[src/rtl/mem_port_arbiter_pkg.sv]
// Shared types and constants for the fetch / load-store memory port arbiter.
package mem_arb_pkg;

    typedef enum logic {
        IDLE = 1'b0,
        BUSY = 1'b1
    } arb_state_t;

    // Requester indices; also the bit positions in the req/grant vectors.
    localparam logic PORT_F = 1'b0;
    localparam logic PORT_D = 1'b1;

    localparam int ADDR_W_DEF = 16;
    localparam int DATA_W_DEF = 16;

endpackage

[src/rtl/mem_port_arbiter_if.sv]
// Bus bundle between the CPU requesters, the arbiter and the memory.
// The slave view is the arbiter; the master view is everything around it.
interface mem_port_arbiter_if
    import mem_arb_pkg::*;
#(
    parameter int ADDR_W = ADDR_W_DEF,
    parameter int DATA_W = DATA_W_DEF
);

    // Fetch port
    logic              f_req;
    logic [ADDR_W-1:0] f_addr;
    logic              f_ack;
    logic [DATA_W-1:0] f_rdata;

    // Load/store port
    logic              d_req;
    logic              d_we;
    logic [ADDR_W-1:0] d_addr;
    logic [DATA_W-1:0] d_wdata;
    logic              d_ack;
    logic [DATA_W-1:0] d_rdata;

    // Memory side
    logic [ADDR_W-1:0] mem_addr;
    logic [DATA_W-1:0] mem_datain;
    logic              mem_re;
    logic              mem_we;
    logic [DATA_W-1:0] mem_dataout;

    modport slave (
        input  f_req, f_addr, d_req, d_we, d_addr, d_wdata, mem_dataout,
        output f_ack, f_rdata, d_ack, d_rdata, mem_addr, mem_datain, mem_re, mem_we
    );

    modport master (
        output f_req, f_addr, d_req, d_we, d_addr, d_wdata, mem_dataout,
        input  f_ack, f_rdata, d_ack, d_rdata, mem_addr, mem_datain, mem_re, mem_we
    );

endinterface

[src/rtl/mem_port_arbiter_rr_pick2.sv]
// Two-way round-robin pick: a lone requester always wins; on a tie the
// requester that was not granted last time wins.
module rr_pick2
    import mem_arb_pkg::*;
(
    input  logic [1:0] req,
    input  logic       last,
    output logic [1:0] grant
);

    // One-hot grant from the request pair and the previous winner
    always_comb begin
        grant = 2'b00;
        case (req)
            2'b01:   grant = 2'b01;
            2'b10:   grant = 2'b10;
            2'b11:   grant = (last == PORT_D) ? 2'b01 : 2'b10;
            default: grant = 2'b00;
        endcase
    end

endmodule

[src/rtl/mem_port_arbiter.sv]
// Arbitrates the single-port word memory between instruction fetch (F) and
// load/store (D). One transaction at a time: grant in IDLE, hold the latched
// operands for WAIT_STATES+1 BUSY cycles, then pulse the granted ack.
module mem_port_arbiter
    import mem_arb_pkg::*;
#(
    parameter int WAIT_STATES = 0,
    parameter int ADDR_W      = ADDR_W_DEF,
    parameter int DATA_W      = DATA_W_DEF
) (
    input logic               clk,
    input logic               reset,
    mem_port_arbiter_if.slave bus
);

    localparam logic [3:0] WAIT_INIT = 4'(WAIT_STATES);

    arb_state_t        state;
    arb_state_t        state_next;
    logic [1:0]        req;
    logic [1:0]        grant;
    logic              pick;
    logic              take;
    logic              cnt_zero;
    logic              last_grant;
    logic              gnt_port;
    logic              lat_we;
    logic [ADDR_W-1:0] lat_addr;
    logic [DATA_W-1:0] lat_wdata;
    logic [3:0]        cnt;
    logic              f_ack_q;
    logic              d_ack_q;
    logic [DATA_W-1:0] f_rdata_q;
    logic [DATA_W-1:0] d_rdata_q;

    assign req[PORT_F] = bus.f_req;
    assign req[PORT_D] = bus.d_req;

    rr_pick2 u_pick (
        .req   (req),
        .last  (last_grant),
        .grant (grant)
    );

    assign pick     = grant[PORT_D];
    assign take     = (state == IDLE) && (req != 2'b00);
    assign cnt_zero = (cnt == 4'd0);

    // State register; reset drops the strobes at once since they decode from it
    always_ff @(posedge clk or posedge reset) begin
        if (reset) state <= IDLE;
        else       state <= state_next;
    end

    // Next state: leave IDLE on any request, leave BUSY when the wait count is spent
    always_comb begin
        state_next = state;
        case (state)
            IDLE:    if (take) state_next = BUSY;
            BUSY:    if (cnt_zero) state_next = IDLE;
            default: state_next = IDLE;
        endcase
    end

    // Grant latching, wait countdown, read-data capture and one-cycle acks
    always_ff @(posedge clk or posedge reset) begin
        if (reset) begin
            last_grant <= PORT_D;
            gnt_port   <= PORT_F;
            lat_we     <= 1'b0;
            lat_addr   <= '0;
            lat_wdata  <= '0;
            cnt        <= 4'd0;
            f_ack_q    <= 1'b0;
            d_ack_q    <= 1'b0;
            f_rdata_q  <= '0;
            d_rdata_q  <= '0;
        end else begin
            f_ack_q <= 1'b0;
            d_ack_q <= 1'b0;
            if (take) begin
                gnt_port   <= pick;
                last_grant <= pick;
                cnt        <= WAIT_INIT;
                if (pick == PORT_D) begin
                    lat_addr  <= bus.d_addr;
                    lat_we    <= bus.d_we;
                    lat_wdata <= bus.d_wdata;
                end else begin
                    lat_addr  <= bus.f_addr;
                    lat_we    <= 1'b0;
                end
            end else if (state == BUSY) begin
                if (!cnt_zero) begin
                    cnt <= cnt - 4'd1;
                end else if (gnt_port == PORT_D) begin
                    d_ack_q <= 1'b1;
                    if (!lat_we) d_rdata_q <= bus.mem_dataout;
                end else begin
                    f_ack_q   <= 1'b1;
                    f_rdata_q <= bus.mem_dataout;
                end
            end
        end
    end

    // Reads strobe re for the whole access; a store strobes we only on the
    // final BUSY cycle so memory sees exactly one write edge.
    assign bus.mem_re     = (state == BUSY) && !lat_we;
    assign bus.mem_we     = (state == BUSY) && lat_we && cnt_zero;
    assign bus.mem_addr   = lat_addr;
    assign bus.mem_datain = lat_wdata;
    assign bus.f_ack      = f_ack_q;
    assign bus.d_ack      = d_ack_q;
    assign bus.f_rdata    = f_rdata_q;
    assign bus.d_rdata    = d_rdata_q;

endmodule

[src/flat_wrapper.sv]
// flat-port wrapper written by rule: the top's interface ports become plain ports
module mem_port_arbiter_flat import mem_arb_pkg::*;
#(
    parameter int WAIT_STATES = 0,
    parameter int ADDR_W      = ADDR_W_DEF,
    parameter int DATA_W      = DATA_W_DEF
)
  (clk, reset, bus_f_req, bus_f_addr, bus_d_req, bus_d_we, bus_d_addr, bus_d_wdata, bus_mem_dataout, bus_f_ack, bus_f_rdata, bus_d_ack, bus_d_rdata, bus_mem_addr, bus_mem_datain, bus_mem_re, bus_mem_we);
  mem_port_arbiter_if #(.ADDR_W(ADDR_W), .DATA_W(DATA_W)) bus_i ();
  input logic clk;
  input logic reset;
  input wire logic [$bits(bus_i.f_req)-1:0] bus_f_req;
  input wire logic [$bits(bus_i.f_addr)-1:0] bus_f_addr;
  input wire logic [$bits(bus_i.d_req)-1:0] bus_d_req;
  input wire logic [$bits(bus_i.d_we)-1:0] bus_d_we;
  input wire logic [$bits(bus_i.d_addr)-1:0] bus_d_addr;
  input wire logic [$bits(bus_i.d_wdata)-1:0] bus_d_wdata;
  input wire logic [$bits(bus_i.mem_dataout)-1:0] bus_mem_dataout;
  output wire logic [$bits(bus_i.f_ack)-1:0] bus_f_ack;
  output wire logic [$bits(bus_i.f_rdata)-1:0] bus_f_rdata;
  output wire logic [$bits(bus_i.d_ack)-1:0] bus_d_ack;
  output wire logic [$bits(bus_i.d_rdata)-1:0] bus_d_rdata;
  output wire logic [$bits(bus_i.mem_addr)-1:0] bus_mem_addr;
  output wire logic [$bits(bus_i.mem_datain)-1:0] bus_mem_datain;
  output wire logic [$bits(bus_i.mem_re)-1:0] bus_mem_re;
  output wire logic [$bits(bus_i.mem_we)-1:0] bus_mem_we;
  assign bus_i.f_req = bus_f_req;
  assign bus_i.f_addr = bus_f_addr;
  assign bus_i.d_req = bus_d_req;
  assign bus_i.d_we = bus_d_we;
  assign bus_i.d_addr = bus_d_addr;
  assign bus_i.d_wdata = bus_d_wdata;
  assign bus_i.mem_dataout = bus_mem_dataout;
  assign bus_f_ack = bus_i.f_ack;
  assign bus_f_rdata = bus_i.f_rdata;
  assign bus_d_ack = bus_i.d_ack;
  assign bus_d_rdata = bus_i.d_rdata;
  assign bus_mem_addr = bus_i.mem_addr;
  assign bus_mem_datain = bus_i.mem_datain;
  assign bus_mem_re = bus_i.mem_re;
  assign bus_mem_we = bus_i.mem_we;
  mem_port_arbiter #(.WAIT_STATES(WAIT_STATES), .ADDR_W(ADDR_W), .DATA_W(DATA_W)) u_core (.clk(clk), .reset(reset), .bus(bus_i));
endmodule
[config.mk]
export PLATFORM = sky130hd
export DESIGN_NAME = mem_port_arbiter_flat
export DESIGN_NICKNAME = d
export VERILOG_FILES = /design/src/rtl/mem_port_arbiter_pkg.sv /design/src/rtl/mem_port_arbiter_if.sv /design/src/rtl/mem_port_arbiter_rr_pick2.sv /design/src/rtl/mem_port_arbiter.sv /design/src/flat_wrapper.sv
export SDC_FILE = /design/constraint.sdc
export NUM_CORES = 1
export LEC_CHECK = 0
export ABC_AREA = 1
export ABC_CLOCK_PERIOD_IN_PS = 4300
export BUFFER_PORTS_ARGS = -buffer_cell sky130_fd_sc_hd__buf_2
export CAP_MARGIN = 25
export CORE_ASPECT_RATIO = 0.8
export CORE_UTILIZATION = 50
export DETAILED_ROUTE_END_ITERATION = 6
export PLACE_DENSITY = 0.84
export REMOVE_ABC_BUFFERS = 1
export SYNTH_ARGS = -nofsm -noshare
export SYNTH_HDL_FRONTEND = slang
export SYNTH_SLANG_ARGS = --single-unit
[constraint.sdc]
create_clock -name clk -period 4.3 [get_ports clk]
set_input_delay 0.215 -clock clk [delete_from_list [all_inputs] [get_ports clk]]
set_output_delay 0.215 -clock clk [all_outputs]
set_load 0.005 [all_outputs]
==> flow_summary.yaml <==
clock_network:
  path_clk_slew_ns: 0.08
  cts_setup_buffers: 0
  htreeDepth: 3
  cts_buffers: 9
  clk_path_buf_depth: 2
  clkLatencyLatePin_ns: 0.34
  cts_sinks: 74
  cts_resized: 0
  hold_buffers: 0
  clockRootBuffer: "clkbuf_8"
  cts_tree: "built"
power:
  ir_drop_mv: 0.259
  power_uw: 2050
  power_density_nw_per_um2: 521
  leakage_uw: 0.00217
final_layout:
  area_growth_pct: 29.1
  diodes: 0
  layout-drive-gt1-share: 0.358
  fill_cells: 508
  fin_nets: 533
worst_setup_path:
  end_kind: "register"
  worstPathRequired_ns: 4.49
  regToRegSetupSlack_ns: 2.34
  cp_data_arrival_time_ns: 2.15
  cp_max_fo: 32
  timing.rr.start: "u_core.cnt[0]"
  startpoint: "u_core.cnt[0]"
  critPathKind: "register to register"
  crit_path_start_kind: "register"
  r2r_cells: 7
  crit_end: "u_core.bus.d_rdata[8]"
  r2r_end: "u_core.bus.d_rdata[8]"
timing:
  skew_ns: 0.00587
  hold_ws_ns: -0.00300
  tightest_slew_ns: 0.729
  maxSlewHeadroom: 0.513
  hold_violations: 7
  finalSetupTns_ns: 0
  period_share: 0.455
  max_freq_ghz: 0.511
  fin_crit_ns: 1.96
  finalMaxSlewViolations: 0
  setup_viol: 0
  grt_setup_unrepaired: "false"
global_route:
  grt_pass1_wl_um: 10500
  grt_util_met1: 0.255
  grt_start_max_net_pins: 40
  grtUsageTotal: 0.215
  grtUsageMet3: 0.0660
  grt_overflow: 0
  grt_pass1_vias: 2433
  antenna_found_initial: 0
  grt_use_met2: 0.378
  top_usage_layer: "met2"
yosys:
  synth_simple_gate_area_frac: 0.172
  synth_top_family_by_area: "simple AND/OR/NAND/NOR gates"
  synth.distinct_cells: 24
  synth-edff-count: 0
  ys_seq_area_frac: 0.606
  synth-main-ff-cell: "dfrtp_1"
  synthXorXnorAreaFrac: 0.00287
  avgSynthCellArea_um2: 9.23
  syn_inst: 331
  synth.area.mux_share: 0
  synth_compound_area_frac: 0.132
  synthAdderAreaFrac: 0.00409
  synth_seq_cells: 74
  yosys_warnings: 0
  ys_async_sr_fraction: 1.00
  synthesis.area_um2: 3060
job:
  cap_violations: 0
floorplanning:
  core_um2: 5910
  initial_core_util: 0.517
  fp.dieH_um: 71.9
  placementRows: 25
  dieArea_um2: 6430
  ios: 137
  die-width_um: 89.4
hold_path:
  min_path_type: "input pin to asynchronous set/reset pin"
place:
  numPortBuffers: 136
  gp_congestion: 0.813
  dp_hpwl_um: 4670
routing:
  drtIter0Drc: 140
  ant_nets: 0
  wire_per_inst_um: 12.0
  dr.pass1.iters: 5
  wl_um: 6560
  num_vias: 2650
  viasPerCell: 4.84
  drc: 0
run_status:
  violations: "negative hold slack"
  status: "finished, violations left"
critical path: stages, from the launching register on:
cell and delay [ns]:
dfrtp_1 0.36, inv_1 0.12, ha_1 0.24, nand2_1 0.08, nor2_2 0.17, nand3_2 0.51, nand2_1 0.22, o21ai_0 0.11
synthesized netlist by cell type (4+ instances only):
| cell | instances | area [µm²] |
|---|---|---|
| o21ai_0 | 39 | 195 |
| buf_2 | 7 | 35.0 |
| nand2_1 | 76 | 285 |
| nor2_1 | 22 | 82.6 |
| dfrtp_1 | 73 | 1830 |
| o21ai_1 | 7 | 35.0 |
| buf_4 | 4 | 30.0 |
| inv_1 | 43 | 161 |
| nand3_1 | 20 | 100 |
| a31oi_1 | 16 | 100 |
| o21ai_2 | 7 | 61.3 |
sequential cells by signal, summed over array words and instances, names as in the netlist:
register	cells
u_core.bus.d_rdata	16
u_core.bus.f_rdata	16
u_core.bus.mem_addr	16
u_core.bus.mem_datain	16
u_core.cnt	4
u_core.bus.d_ack	1
u_core.bus.f_ack	1
u_core.gnt_port	1
u_core.last_grant	1
u_core.lat_we	1
u_core.state	1
power breakdown:
group	internal [µW]	switching, µW	total [µW]	leakage, µW
sequential	895	107	1000	0.000903
clock	278	243	521	0.0000941
combinational	250	281	531	0.00118
how the worst min path moves through the flow:
stage                                    end     start
floorplan                      u_core.lat_we  bus_d_we
global placement    u_core.bus.mem_datain[5]     reset
detailed placement  u_core.bus.mem_datain[5]     reset
CTS                 u_core.bus.mem_datain[8]     reset
global route        u_core.bus.mem_datain[5]     reset
finish              u_core.bus.mem_datain[8]     reset
layout make-up:
cell class                 instances  area [µm²]  share of cell area
clock buffer                      10         138              0.0349
clock inverter                     5        55.1              0.0140
inverter                          43         161              0.0409
multi-input combinational        198         948               0.240
sequential                        74        1850               0.470
tap                               81         101              0.0257
timing repair buffer             137         688               0.174
metrics by stage:
step | std cells | area (µm²) | util | worst slack [ns]
after detailed placement | 533 | 3750 | 0.635 | 2.36
after global placement | 533 | 3750 | 0.635 | 2.46
after CTS | 548 | 3950 | 0.667 | 2.33
after global routing | 548 | 3950 | 0.667 | 2.13
after floorplan | 315 | 2960 | - | 2.21
final | 548 | 3950 | 0.667 | 2.34
metal layers:
layer / vias to the layer above / part of all wire
met5: - / 0
met4: 0 / 0.0064
met2: 107 / 0.48
met1: 1218 / 0.44
li1: 1321 / -
met3: 4 / 0.069
cells in the final DEF, fill, tap and decap left out:
cell	netlist	routed
nand3_2	2	2
a21oi_1	1	1
bufinv_16	0	1
dfrtp_1	73	73
nand2_1	76	76
ha_1	1	1
clkbuf_8	0	10
dfstp_2	1	1
buf_4	4	1
a31oi_1	16	16
clkinv_2	0	2
clkinvlp_4	0	2
o21ai_2	7	7
o22ai_1	1	1
xor2_1	1	1
buf_2	7	136
nand4_1	1	1
inv_1	43	42
o21ai_1	7	7
nand2_2	2	2
inv_2	0	1
nor2_4	1	1
nand3_1	20	20
o21ai_0	39	39
nor2_2	1	1
nor2_1	22	22
kinds of logic after synthesis:
group                      Yosys count
DFF                                 74
xor gates and xnor gates             1
AOI/OAI and AO/OA                   71
adders and majority gates            1
and+or+nand+nor                    125
buffers and inverters               59
(Power assumes the default switching activity.)
